==> src/rtl/id_fwd_stall_unit_pkg.sv <==
// Shared types and defaults for the ID-stage forwarding / stall unit.
package id_fwd_stall_unit_pkg;

  localparam int NSRC_DEF = 3;
  localparam int DW_DEF   = 32;
  localparam int AW_DEF   = 5;

  typedef logic [5:0] StallBus;

  localparam logic Stop   = 1'b1;
  localparam logic NoStop = 1'b0;

  localparam int STALL_ID = 1;
  localparam int STALL_EX = 2;

  typedef enum logic {
    ST_RUN  = 1'b0,
    ST_HOLD = 1'b1
  } inst_state_e;

endpackage

==> src/rtl/fwd_sel.sv <==
// Priority forward mux: lowest-index source wins; address 0 reads as zero.
// Also flags whether any matching source is a load still in flight.
module fwd_sel
  import id_fwd_stall_unit_pkg::*;
#(
  parameter int NSRC = NSRC_DEF,
  parameter int DW   = DW_DEF,
  parameter int AW   = AW_DEF
) (
  input  logic [AW-1:0]      addr_i,
  input  logic [DW-1:0]      rf_rdata_i,
  input  logic [NSRC-1:0]    src_we_i,
  input  logic [NSRC-1:0]    src_is_load_i,
  input  logic [NSRC*AW-1:0] src_waddr_i,
  input  logic [NSRC*DW-1:0] src_wdata_i,
  output logic [DW-1:0]      val_o,
  output logic               load_hit_o
);

  always_comb begin
    val_o      = rf_rdata_i;
    load_hit_o = 1'b0;
    if (addr_i == '0) begin
      val_o = '0;
    end else begin
      // Walk oldest to youngest so the youngest match overwrites the value.
      for (int i = NSRC - 1; i >= 0; i--) begin
        if (src_we_i[i] && (src_waddr_i[i*AW +: AW] == addr_i)) begin
          val_o = src_wdata_i[i*DW +: DW];
          if (src_is_load_i[i]) begin
            load_hit_o = 1'b1;
          end
        end
      end
    end
  end

endmodule

==> src/rtl/id_fwd_stall_unit.sv <==
// ID pipeline register with instruction-hold FSM, operand forwarding and load-use interlock.
// Forwarding and stallreq are combinational; stall_cnt counts interlock cycles and saturates.
module id_fwd_stall_unit
  import id_fwd_stall_unit_pkg::*;
#(
  parameter int          NSRC     = NSRC_DEF,
  parameter int          DW       = DW_DEF,
  parameter int          AW       = AW_DEF,
  parameter logic [31:0] CNT_INIT = 32'h0
) (
  input  logic               clk,
  input  logic               rst,
  input  StallBus            stall,
  input  logic               if_valid,
  input  logic [DW-1:0]      if_pc,
  input  logic [31:0]        inst_rdata,
  input  logic [DW-1:0]      rf_rdata1,
  input  logic [DW-1:0]      rf_rdata2,
  input  logic [NSRC-1:0]    src_we,
  input  logic [NSRC-1:0]    src_is_load,
  input  logic [NSRC*AW-1:0] src_waddr,
  input  logic [NSRC*DW-1:0] src_wdata,
  output logic               id_valid,
  output logic [DW-1:0]      id_pc,
  output logic [31:0]        id_inst,
  output logic [DW-1:0]      rs_val,
  output logic [DW-1:0]      rt_val,
  output logic               stallreq,
  output logic [31:0]        stall_cnt
);

  logic          id_valid_q, id_valid_d;
  logic [DW-1:0] id_pc_q, id_pc_d;
  logic [31:0]   hold_q, hold_d;
  inst_state_e   state_q, state_d;
  logic [31:0]   cnt_q, cnt_d;
  logic          id_stop, ex_stop, bubble;
  logic [AW-1:0] rs, rt;
  logic          rs_load_hit, rt_load_hit;
  logic          unused_stall;

  assign id_stop      = (stall[STALL_ID] == Stop);
  assign ex_stop      = (stall[STALL_EX] == Stop);
  assign bubble       = id_stop && !ex_stop;
  assign unused_stall = ^{stall[5:3], stall[0]};

  always_comb begin
    id_valid_d = id_valid_q;
    id_pc_d    = id_pc_q;
    if (bubble) begin
      id_valid_d = 1'b0;
      id_pc_d    = '0;
    end else if (!id_stop) begin
      id_valid_d = if_valid;
      id_pc_d    = if_pc;
    end
  end

  // The SRAM word is only valid on the first resident cycle, so it is latched when ID stalls.
  always_comb begin
    state_d = state_q;
    hold_d  = hold_q;
    if (bubble) begin
      state_d = ST_RUN;
    end else begin
      case (state_q)
        ST_RUN: begin
          if (id_stop && id_valid_q) begin
            state_d = ST_HOLD;
            hold_d  = inst_rdata;
          end
        end
        ST_HOLD: begin
          if (!id_stop) begin
            state_d = ST_RUN;
          end
        end
        default: state_d = ST_RUN;
      endcase
    end
  end

  assign cnt_d = (stallreq && (cnt_q != 32'hFFFF_FFFF)) ? cnt_q + 32'd1 : cnt_q;

  always_ff @(posedge clk) begin
    if (rst) begin
      id_valid_q <= 1'b0;
      id_pc_q    <= '0;
      hold_q     <= '0;
      state_q    <= ST_RUN;
      cnt_q      <= CNT_INIT;
    end else begin
      id_valid_q <= id_valid_d;
      id_pc_q    <= id_pc_d;
      hold_q     <= hold_d;
      state_q    <= state_d;
      cnt_q      <= cnt_d;
    end
  end

  assign id_valid  = id_valid_q;
  assign id_pc     = id_pc_q;
  assign id_inst   = !id_valid_q ? 32'h0 : ((state_q == ST_HOLD) ? hold_q : inst_rdata);
  assign stall_cnt = cnt_q;

  assign rs = AW'(id_inst[25:21]);
  assign rt = AW'(id_inst[20:16]);

  fwd_sel #(.NSRC(NSRC), .DW(DW), .AW(AW)) u_fwd_rs (
    .addr_i        (rs),
    .rf_rdata_i    (rf_rdata1),
    .src_we_i      (src_we),
    .src_is_load_i (src_is_load),
    .src_waddr_i   (src_waddr),
    .src_wdata_i   (src_wdata),
    .val_o         (rs_val),
    .load_hit_o    (rs_load_hit)
  );

  fwd_sel #(.NSRC(NSRC), .DW(DW), .AW(AW)) u_fwd_rt (
    .addr_i        (rt),
    .rf_rdata_i    (rf_rdata2),
    .src_we_i      (src_we),
    .src_is_load_i (src_is_load),
    .src_waddr_i   (src_waddr),
    .src_wdata_i   (src_wdata),
    .val_o         (rt_val),
    .load_hit_o    (rt_load_hit)
  );

  assign stallreq = id_valid_q && (rs_load_hit || rt_load_hit);

endmodule

==> config.mk <==
export PLATFORM = sky130hd
export DESIGN_NAME = id_fwd_stall_unit
export DESIGN_NICKNAME = d
export VERILOG_FILES = /design/src/rtl/id_fwd_stall_unit_pkg.sv /design/src/rtl/fwd_sel.sv /design/src/rtl/id_fwd_stall_unit.sv
export SDC_FILE = /design/constraint.sdc
export NUM_CORES = 1
export LEC_CHECK = 0
export CELL_PAD_IN_SITES_DETAIL_PLACEMENT = 2
export CELL_PAD_IN_SITES_GLOBAL_PLACEMENT = 2
export CORE_ASPECT_RATIO = 2
export CORE_MARGIN = 2
export CORE_UTILIZATION = 19
export CTS_CLUSTER_SIZE = 16
export DETAILED_ROUTE_END_ITERATION = 12
export GPL_TIMING_DRIVEN = 0
export PLACE_DENSITY_LB_ADDON = 0.1
export RECOVER_POWER = 25
export SYNTH_ARGS = -nofsm -noshare
export SYNTH_HDL_FRONTEND = slang
export SYNTH_SLANG_ARGS = --single-unit
==> constraint.sdc <==
create_clock -name clk -period 3.5 [get_ports clk]
set_clock_uncertainty 0.1 [all_clocks]
set_input_delay 0.7 -clock clk [delete_from_list [all_inputs] [get_ports clk]]
set_output_delay 0.7 -clock clk [all_outputs]
set_load 0.02 [all_outputs]
Yosys cells after proc, flatten, opt, wreduce, memory -nomap -nowiden
Cells that the tools add are included.
Operators by class
  bitwise gates (word level): 2
  add/subtract/negate cells: 1
  equality and inequality tests: 7
  muxes and demuxes: 26
  reductions and logical operators: 16
Operators with widths (count)
  32-bit two-way mux: 10
  32-bit by 1-bit adder with 32-bit output (second input constant): 1
  32-bit inequality test (second input constant): 1
  5-bit equality test: 6
  1-bit two-way mux: 15
  1-bit logical AND: 10
  5-bit zero test: 2
  3-bit AND reduction: 1
  1-bit NOT: 2
  1-bit case mux with 2 select lines: 1
  2-bit OR reduction: 1
  1-bit zero test: 1
  1-bit logical OR: 1
Word-level totals
  output and inout port bits: 162
  bits of input ports: 254
  flip-flop bits (word level): 98

Logic depth before layout (Yosys ltp)
Gate-level depths: netlist of run 1.
  depth in word-level cells: 13
  depth in mapped cells: 12

Hierarchy
Synthesis of run 1 repeated with hierarchy kept, for this count alone.
Unflattened totals
  cells, all modules: 881
  area, all modules: 7303.3 µm²
Modules (own cells, without submodules)
  id_fwd_stall_unit: cells each 519, sequential area each 1961.9 µm², area an instance 4450.5 µm², times used 1
  fwd_sel: cells each 181, sequential area each 0.0 µm², area an instance 1426.4 µm², times used 2

Worst setup path after synthesis of run 1
OpenSTA, ideal clock, no wires.
  path kind: in2out
  start: input inst_rdata[16]
  end: output rt_val[10]
  setup slack: 80 ps
  stages: 9
  arrival time: 2620 ps
  buffers on the path: 1
  required time: 2700 ps
  cell sequence: mux2_2 > nor3b_1 > nor4b_1 > nand4_1 > buf_2 > mux2i_1 > nor2_1 > a21oi_1 > o22ai_1
Between the ends
  longest elaborated chain between the ends: 8
  elaborated cells between the ends (all ways): 13
  those cells by class: eq/ne: 3; mux: 6; reduce/logical: 4
RTL lines
  start: declaration: RTL line id_fwd_stall_unit.sv:16  | input logic [31:0] inst_rdata,
  32-bit two-way mux * (2 in a row): RTL line id_fwd_stall_unit.sv:103  | assign id_inst = !id_valid_q ? 32'h0 : ((state_q == ST_HOLD) ? hold_q : inst_rdata);
  5-bit equality test: RTL line fwd_sel.sv:28  | if (src_we_i[i] && (src_waddr_i[i*AW +: AW] == addr_i)) begin
  1-bit logical AND: RTL line fwd_sel.sv:28
  32-bit two-way mux (3 in a row): RTL line fwd_sel.sv:28
  32-bit two-way mux *: RTL line fwd_sel.sv:23  | if (addr_i == '0) begin
  end: declaration: RTL line id_fwd_stall_unit.sv:27  | output logic [DW-1:0] rt_val,
Every way passes the cells marked *; elsewhere a longest branch is shown, timed or not.

Worst setup path after layout of run 1
  start: register state_q
  end: output rt_val[7]
Between the ends
  longest elaborated chain between the ends: 8
  elaborated cells between the ends (all ways): 13
  those cells by class: eq/ne: 3; mux: 6; reduce/logical: 4
RTL lines
  start: declaration: RTL line id_fwd_stall_unit.sv:35  | inst_state_e state_q, state_d;
  start signal: assignment: RTL line id_fwd_stall_unit.sv:96  | state_q <= state_d;
  32-bit two-way mux * (2 in a row): RTL line id_fwd_stall_unit.sv:103
  5-bit equality test: RTL line fwd_sel.sv:28
  1-bit logical AND: RTL line fwd_sel.sv:28
  32-bit two-way mux (3 in a row): RTL line fwd_sel.sv:28
  32-bit two-way mux *: RTL line fwd_sel.sv:23
Marks and branches as above.

==> results of run 1 <==
-- Yosys cell counts (13+ instances only) --
master,number
a21oi_1,130
and3_1,13
clkbuf_1,60
dfxtp_1,98
inv_1,15
mux2i_1,122
nand2_1,147
nand3_1,14
nand4_1,16
nor2_1,137
o21ai_0,22
o22ai_1,64
or3_1,21
-- worst paths after layout --
check | startpoint | endpoint | slack [ns]
hold reg to reg | hold_q[29]$_SDFFE_PP0P_ | hold_q[29]$_SDFFE_PP0P_ | 0.36
setup / recovery | state_q$_SDFF_PP0_ | rt_val[7] | -0.20
hold / removal | hold_q[29]$_SDFFE_PP0P_ | hold_q[29]$_SDFFE_PP0P_ | 0.36
setup reg to reg | state_q$_SDFF_PP0_ | stall_cnt[19]$_SDFFE_PP0P_ | 0.13
-- tightest hold or removal path, stage by stage (launching register included) --
cell     delay, ns
dfxtp_1       0.31
nand2_1       0.05
a21oi_1       0.05
-- per-stage QoR --
| stage | hold slack [ns] | setup TNS, ns |
|---|---|---|
| 2_1_floorplan | 0.333 | 0 |
| 3_3_place_gp | 0.338 | -124.58 |
| 3_5_place_dp | 0.351 | -131.47 |
| 4_1_cts | 0.363 | -9.83 |
| 5_1_grt | 0.377 | -16.99 |
| 6_report | 0.358 | -8.66 |
-- cell families after synthesis --
logic type | count (synthesis) | synth area share, %
AND/OR/NAND/NOR | 400 | 25.6
AO/OA/AOI/OAI | 245 | 19.9
adder cells (fa/ha/maj) | 1 | 0.176
multiplexers | 136 | 19.7
XOR/XNOR | 13 | 1.61
flip-flops | 98 | 27.7
buffers and inverters | 93 | 5.40
-- placed cells by master (no fill, tap or decap), drive strengths merged, types with 4 or more instances in the layout --
master	netlist	layout
nor2b	4	4
nand2b	4	4
a21oi	130	130
mux2	14	14
dfxtp	98	98
nand3	14	14
clkbuf	60	75
buf	18	126
o31ai	8	8
xor2	7	7
inv	15	14
and2	5	5
dlygate4sd3	0	33
clkdlybuf4s50	0	294
nand4	16	16
mux2i	122	122
nand2	149	149
nor4	4	4
nor3	9	9
or4	11	11
xnor2	6	6
or3	21	21
and3	13	13
dlygate4sd2	0	13
o21ai	24	24
nor2	138	138
o22ai	64	64
-- report_power, final --
part	internal, mW	total (mW)	leakage (nW)	switching [mW]
Clock	0.572	1.03	0.136	0.457
Combinational	0.568	1.13	4.44	0.558
Sequential	1.14	1.15	0.797	0.0131
Total	2.28	3.31	5.38	1.03
-- repair_timing --
| action | CTS | global route |
|---|---|---|
| buffers inserted | 36 | 9 |
| cloned | 5 | 1 |
| setup endpoints to repair | 103 | 80 |
| pin swaps | 40 | 32 |
| resized for setup | 526 | 62 |
-- registers in the layout, summed over array words and instances, names as in the netlist --
| name | cells |
|---|---|
| id_pc | 32 |
| id_valid | 1 |
| stall_cnt | 32 |
| state_q | 1 |
| hold_q | 32 |
-- routing by layer --
layer	routed length, um	track usage (%)	vias to the layer above	share of wire, %
li1	-	-	4433	-
met1	14000	19.4	4534	32
met2	25600	45.9	331	59
met3	2740	5.14	62	6.3
met4	1250	7.54	4	2.9
met5	30	0	-	0.069
-- final cells by class --
class	instances	share of cell area (%)
inverters	15	0.452
clock buffers	13	1.88
clock inverters	2	0.283
repair buffers	456	33.2
flip-flops and latches	98	14.8
multi-input cells	795	40.2
diodes	1	0.0188
plain buffers	75	4.85
well taps	459	4.32
==> flow_summary_export.csv, run 1 <==
group,metric,value,unit
outcome,status,"finished, violations left",
floorplan,dieArea,39000,um^2
placed_design,io_buffers,409,
cts,numClockSinks,98,
yosys,async_reset_ff_share,0,%
placed_design,routabilityCongestion,0.817,
yosys,yosys.area.top_type,"dfxtp_1",
cells_and_area,nets,1705,
flow_run,drv_cap,0,
route,vias,9364,
global_routing,grt_pass1_wl,65200,um
cts,clk_path_buf_depth,2,
placed_design,dp.cells,1854,
route,via_per_inst,4.89,
floorplan,die_h,277,um
setup_path,cpMostUsedCell,"buf_6",
min_path,whs_path_depth,2,
min_path,hp-class,"flop to flop",
sta,tightestPinTransition,0.737,ns
floorplan,die_width,141,um
floorplan,io_pins,416,
placed_design,place_area,11800,um^2
route,wire_per_inst,22.8,um
setup_path,critPathBufInv,5,
setup_path,rr_worst_depth,13,
setup_path,path_max_fanout,7,
floorplan,initial_core_util,19.1,%
global_routing,antenna_found_initial,5,
floorplan,core_area,37000,um^2
route,firstDrtPassIters,4,
cts,insertion_delay,0.36,ns
yosys,syn_area,7090,um^2
sta,worst_slack,-0.202,ns
yosys,ys.flop_type,"dfxtp_1",
sta,setup_violations,64,
cts,cts_buffers,9,
cells_and_area,drive_above_1_share,19.2,%
setup_path,crit_type,"flop to output pin",
cells_and_area,fin_area,13300,um^2
yosys,syn_area_per_cell,7.19,um^2
yosys,netlist_top_cells_area,"dfxtp_1 28%, mux2i_1 17%, a21oi_1 9.2%",
route,drc_errors,0,
global_routing,track_usage,21.8,%
sta,max_slew_margin,50.9,%
cells_and_area,seqCellArea,1970,um^2
setup_path,cp.arrival,2.90,ns
yosys,ys_ff_latch,98,
cts,path_clk_slew,0.07,ns
yosys,synth_edf_count,0,
placed_design,dp_hpwl,34800,um
route,finalWirelength,43600,um
sta,maxSlewViolCount,0,
global_routing,grt_overflow,0,
sta,rsz0062_at_grt,"yes",
pwr,p_total,3.31,mW
cells_and_area,fill_cells,4240,
setup_path,crit_cells,13,
route,ant_nets,0,
placed_design,dp_slack,-1.83,ns
setup_path,crit_path_end_kind,"output pin",
floorplan,row_count,100,
cells_and_area,postLayoutCoreUtil,35.9,%
yosys,synth_warnings,0,
yosys,yosysSeqAreaShare,27.7,%
cts,ctsRootBufferMaster,"clkbuf_16",
pwr,p_leak,5.38,nW
route,drt_first_iter_violations,203,
setup_path,start_kind,"flop",
cts,cts_hold_buf,0,
global_routing,grt_max_degree,20,
cts,htreeDepth,3,
sta,final_hold_viol_count,0,
cells_and_area,area_growth,87.4,%
global_routing,grt_pass1_vias,10600,
pwr,ir_drop,243,uV
sta,fin_crit,3.70,ns
cells_and_area,multi_input_area,5340,um^2
setup_path,cp_slowest_cell,"mux2_4",
setup_path,slowest_delay,0.33,ns
yosys,synth_top_area_share,27.7,%
cts,cts_tree,"built",
yosys,syn_nets,1241,
sta,max_freq,270,MHz
cells_and_area,final-instance-count-excl-fill,1914,
setup_path,path_delay_family,"buffers and inverters",
sta,min_period_over_period,106,%
pwr,power.density,249,nW/um^2
yosys,syn_inst,986,
outcome,violations,"negative setup slack",
setup_path,required,2.70,ns
setup_path,crit_chain,"buf_6 -> buf_12 -> mux2_4 -> and3_4 -> o22a_1 -> nand4_1 -> buf_6 -> clkbuf_16 -> mux2i_1 -> nor2_1 -> a21oi_1 -> o22ai_1 -> buf_4",
yosys,yosysUniqueCellTypes,50,
Note: power is estimated with default switching activity, not from simulation.
==> run 2: changes to the inputs <==
--- a/config.mk
+++ b/config.mk
@@ -14,7 +14,6 @@
 export DETAILED_ROUTE_END_ITERATION = 12
 export GPL_TIMING_DRIVEN = 0
 export PLACE_DENSITY_LB_ADDON = 0.1
-export RECOVER_POWER = 25
 export SYNTH_ARGS = -nofsm -noshare
 export SYNTH_HDL_FRONTEND = slang
 export SYNTH_SLANG_ARGS = --single-unit
==> flow_summary_export.csv, run 2 (synthesized netlist as in run 1, its figures left out) <==
group,metric,value,unit
sta,tightestPinTransition,0.737,ns
flow_run,drv_cap,0,
route,wire_per_inst,22.8,um
cells_and_area,area_growth,87.4,%
route,finalWirelength,43600,um
cts,numClockSinks,98,
floorplan,core_area,37000,um^2
cells_and_area,final_common_cell,"clkdlybuf4s50_1",
route,ant_nets,0,
route,drc_errors,0,
route,firstDrtPassIters,4,
floorplan,die_h,277,um
min_path,min_from,"hold_q[29]$_SDFFE_PP0P_",
global_routing,grt_pass1_wl,65200,um
sta,worst_slack,-0.202,ns
sta,setup-tns-final,-8.68,ns
setup_path,crit_type,"flop to output pin",
outcome,violations,"negative setup slack",
setup_path,crit_chain,"buf_6 -> buf_12 -> mux2_4 -> and3_4 -> o22a_1 -> nand4_1 -> buf_6 -> clkbuf_16 -> mux2i_1 -> nor2_1 -> a21oi_1 -> o22ai_1 -> buf_4",
floorplan,initial_core_util,19.1,%
global_routing,track_usage,21.8,%
setup_path,timing.rr.start,"state_q$_SDFF_PP0_",
floorplan,die_width,141,um
pwr,ir_drop,243,uV
placed_design,io_buffers,409,
pwr,p_total,3.32,mW
route,drt_first_iter_violations,203,
pwr,combPwrFrac,34.2,%
route,vias,9363,
sta,fin_crit,3.70,ns
cts,insertion_delay,0.36,ns
sta,setup_violations,64,
cells_and_area,final_cell_mix,"327 x clkdlybuf4s50_1, 142 x nand2_1, 132 x nor2_1",
setup_path,required,2.70,ns
pwr,pwr-share-clk,31.1,%
placed_design,dp_slack,-1.83,ns
cts,cts_buffers,9,
floorplan,dieArea,39000,um^2
setup_path,cp.arrival,2.90,ns
route,via_per_inst,4.89,
sta,max_slew_margin,50.9,%
cts,htreeDepth,3,
cts,clk_path_buf_depth,2,
pwr,sw_frac_of_total,31.1,%
floorplan,io_pins,416,
setup_path,cp_slowest_cell,"mux2_4",
cts,cts_hold_buf,0,
pwr,p_int,2.29,mW
pwr,p_sw,1.03,mW
setup_path,start_kind,"flop",
setup_path,path_max_fanout,7,
global_routing,antenna_found_initial,5,
placed_design,routabilityCongestion,0.817,
sta,final_hold_viol_count,0,
setup_path,cp-startpoint,"state_q$_SDFF_PP0_",
outcome,status,"finished, violations left",
sta,max_freq,270,MHz
cells_and_area,drive_above_1_share,19.2,%
setup_path,crit_path_end_kind,"output pin",
sta,rsz0062_at_grt,"yes",
floorplan,row_count,100,
pwr,p_leak,5.28,nW
cts,cts_tree,"built",
sta,maxSlewViolCount,0,
min_path,hp-class,"flop to flop",
cells_and_area,final-instance-count-excl-fill,1914,
cts,ctsRootBufferMaster,"clkbuf_16",
global_routing,grt_pass1_vias,10600,
global_routing,grt_overflow,0,
sta,min_period_over_period,106,%
placed_design,dp.cells,1854,
global_routing,grt_max_degree,20,
pwr,seqPwrFrac,34.8,%
cts,path_clk_slew,0.07,ns
pwr,power.density,250,nW/um^2
setup_path,slowest_delay,0.33,ns
setup_path,cpMostUsedCell,"buf_6",
cells_and_area,nets,1705,
placed_design,dp_hpwl,34800,um
run 2: cell count changes in the layout (fill, tap and decap cells not counted), sizes merged:
cell / previous run / this run
dlygate4sd3: 33 / 0
clkdlybuf4s50: 294 / 327
run 2: worst max-delay path: cells and delay by family (launching register included):
kind	cells	cell delay, ns
DFF	1	0.32
AOI/OAI and AO/OA	3	0.48
and+or+nand+nor	3	0.37
buffers and inverters	5	0.83
muxes	2	0.52
run 2: per-stage QoR:
stage | util [%] | hold slack [ns] | cell area, um^2
4_1_cts | 35.3 | 0.363 | 13100
5_1_grt | 35.9 | 0.377 | 13300
2_1_floorplan | - | 0.333 | 7090
3_5_place_dp | 31.7 | 0.351 | 11800
6_report | 35.9 | 0.358 | 13300
3_3_place_gp | 31.7 | 0.338 | 11800
run 2: final timing paths:
path | to | slack (ns) | depth (start not counted)
max reg2reg | stall_cnt[19]$_SDFFE_PP0P_ | 0.13 | 13
max | rt_val[7] | -0.20 | 13
min reg2reg | hold_q[29]$_SDFFE_PP0P_ | 0.36 | 2
min | hold_q[29]$_SDFFE_PP0P_ | 0.36 | 2
run 2: area by class of cell:
class	instances	area (um^2)
multi-input cells	795	5340
well taps	459	574
plain buffers	75	644
clock buffers	13	250
fillers	4240	23800
flip-flops and latches	98	1970
clock inverters	2	37.5
inverters	15	60.1
diodes	1	2.50
repair buffers	456	4410
run 2: per-layer routing:
metal	global-route usage [%]	wire length, um	up-vias
met5	0	30	-
met3	5.14	2740	62
li1	-	-	4433
met4	7.54	1250	4
met2	45.9	25600	329
met1	19.4	14000	4535
run 2: power by group through the flow:
stage               clock (mW)  sequential [mW]  combinational, mW
global route              1.11             1.15               1.21
finish                    1.03             1.15               1.13
detailed placement           0             1.18               1.04
global placement             0             1.18               1.03
CTS                       1.08             1.15               1.11
floorplan                    0             1.20              0.403
run 2: timing repair:
action / 4_1_cts / 5_1_grt
endpoints found under the setup margin: 103 / 80
pin swaps: 40 / 32
buffers inserted: 36 / 9
gates cloned: 5 / 1
resized for setup: 526 / 62
==> run 3: changes to the inputs <==
--- a/config.mk
+++ b/config.mk
@@ -10,9 +10,10 @@
 export CORE_ASPECT_RATIO = 2
 export CORE_MARGIN = 2
 export CORE_UTILIZATION = 19
+export CTS_BUF_LIST = sky130_fd_sc_hd__clkbuf_16
 export CTS_CLUSTER_SIZE = 16
 export DETAILED_ROUTE_END_ITERATION = 12
-export GPL_TIMING_DRIVEN = 0
+export GPL_TIMING_DRIVEN = 1
 export PLACE_DENSITY_LB_ADDON = 0.1
 export SYNTH_ARGS = -nofsm -noshare
 export SYNTH_HDL_FRONTEND = slang
==> flow_summary_export.csv, run 3 (synthesized netlist as in run 1, its figures left out) <==
group,metric,value,unit
outcome,status,"finished, violations left",
pwr,sw_frac_of_total,32.6,%
pwr,pwr-share-clk,29.1,%
floorplan,core_area,37000,um^2
cells_and_area,nets,1775,
placed_design,io_buffers,411,
cts,ctsRootBufferMaster,"clkbuf_16",
global_routing,grt_overflow,0,
flow_run,drv_cap,0,
cells_and_area,area_growth,98.2,%
sta,max_slew_margin,61.3,%
pwr,p_total,3.36,mW
sta,worst_slack,-0.260,ns
placed_design,place_area,12700,um^2
cells_and_area,final_cell_mix,"327 x clkdlybuf4s50_1, 154 x buf_4, 143 x nand2_1",
setup_path,slowest_delay,0.61,ns
setup_path,cpMostUsedCell,"buf_12",
floorplan,io_pins,416,
global_routing,grt_pass1_wl,66100,um
placed_design,routabilityCongestion,0.827,
setup_path,cp_slowest_cell,"clkdlybuf4s50_1",
pwr,p_leak,5.80,nW
cells_and_area,fin_area,14000,um^2
pwr,seqPwrFrac,34.3,%
route,drc_errors,0,
pwr,p_int,2.26,mW
sta,tightestPinTransition,0.580,ns
cts,cts_buffers,9,
setup_path,path_max_fanout,7,
sta,max_freq,266,MHz
setup_path,cp.arrival,2.96,ns
placed_design,dp_hpwl,33600,um
cts,htreeDepth,3,
setup_path,start_kind,"input pin",
floorplan,die_width,141,um
cts,cts_hold_buf,0,
floorplan,die_h,277,um
floorplan,dieArea,39000,um^2
global_routing,track_usage,22.1,%
global_routing,antenna_found_initial,5,
outcome,violations,"negative setup slack",
route,drt_first_iter_violations,216,
min_path,hp-class,"flop to flop",
route,via_per_inst,4.87,
sta,whs,0.359,ns
setup_path,crit_path_end_kind,"output pin",
sta,final_hold_viol_count,0,
cells_and_area,fill_cells,4224,
global_routing,grt_pass1_vias,10900,
cells_and_area,final_common_cell,"clkdlybuf4s50_1",
setup_path,required,2.70,ns
cts,cts_tree,"built",
pwr,p_sw,1.09,mW
pwr,combPwrFrac,36.6,%
global_routing,grt_max_degree,40,
placed_design,dp_slack,-1.12,ns
route,finalWirelength,45200,um
pwr,power.density,239,nW/um^2
floorplan,initial_core_util,19.1,%
setup_path,crit_chain,"clkdlybuf4s50_1 -> and3_1 -> o22a_1 -> nand4_1 -> buf_6 -> buf_12 -> buf_12 -> mux2i_1 -> nor2_1 -> a21oi_1 -> o22ai_1 -> buf_4",
cts,path_clk_slew,0.07,ns
cts,clk_path_buf_depth,2,
sta,setup_violations,65,
cells_and_area,drive_above_1_share,24.6,%
sta,fin_crit,3.76,ns
route,ant_nets,0,
route,firstDrtPassIters,4,
setup_path,crit_type,"input pin to output pin",
route,wire_per_inst,22.7,um
cts,insertion_delay,0.36,ns
pwr,ir_drop,258,uV
cts,numClockSinks,98,
route,vias,9689,
sta,min_period_over_period,107,%
sta,rsz0062_at_grt,"yes",
sta,maxSlewViolCount,0,
floorplan,row_count,100,
## run 3: layer usage
layer	global-route usage, %	up-vias	share of wire (%)
met1	20.5	4743	33
met3	4.18	59	5.5
met5	0	-	0.035
li1	-	4574	-
met4	9.23	2	3.8
met2	45.5	311	58
## run 3: critical path: cells and delay by family
family	cells	cell delay, ns
AND/OR/NAND/NOR	3	0.50
buffers and inverters	5	1.23
AO/OA/AOI/OAI	3	0.40
multiplexers	1	0.11
## run 3: power by group through the flow
stage / logic, mW / registers, mW / clock network, mW
floorplan: 0.403 / 1.20 / 0
global placement: 1.11 / 1.18 / 0
detailed placement: 1.12 / 1.18 / 0
CTS: 1.17 / 1.15 / 1.03
global route: 1.31 / 1.15 / 1.06
finish: 1.23 / 1.15 / 0.978
## run 3: final cells by class
class	count	area [um^2]	area share [%]
Timing Repair Buffer	600	5830	41.5
Sequential cell	98	1970	14.0
Multi-Input combinational cell	796	5340	38.0
Clock inverter	7	52.6	0.374
Antenna cell	4	10.0	0.0712
Inverter	15	56.3	0.401
Clock buffer	9	225	1.60
Tap cell	459	574	4.09
## run 3: metrics by stage
step | TNS [ns] | cells | utilization (%)
2_1_floorplan | 0 | 986 | -
3_3_place_gp | -72.98 | 1917 | 34.3
3_5_place_dp | -78.47 | 1917 | 34.3
4_1_cts | -11.89 | 1969 | 36.4
5_1_grt | -20.39 | 1986 | 37.9
6_report | -11.95 | 1988 | 37.9
## run 3: repair_timing
item / 4_1_cts / 5_1_grt
setup buffers: 29 / 16
pin swaps: 27 / 42
resized for setup: 385 / 101
gates cloned: 8 / 1
endpoints found under the setup margin: 96 / 84
## run 3: final timing paths
path,from,endpoint,slack [ns],depth (start not counted)
worst min-delay path,hold_q[10]$_SDFFE_PP0P_,hold_q[10]$_SDFFE_PP0P_,0.36,2
worst max register to register,state_q$_SDFF_PP0_,stall_cnt[7]$_SDFFE_PP0P_,0.09,15
worst min register to register,hold_q[10]$_SDFFE_PP0P_,hold_q[10]$_SDFFE_PP0P_,0.36,2
worst max-delay path,src_waddr[13],rs_val[19],-0.26,12
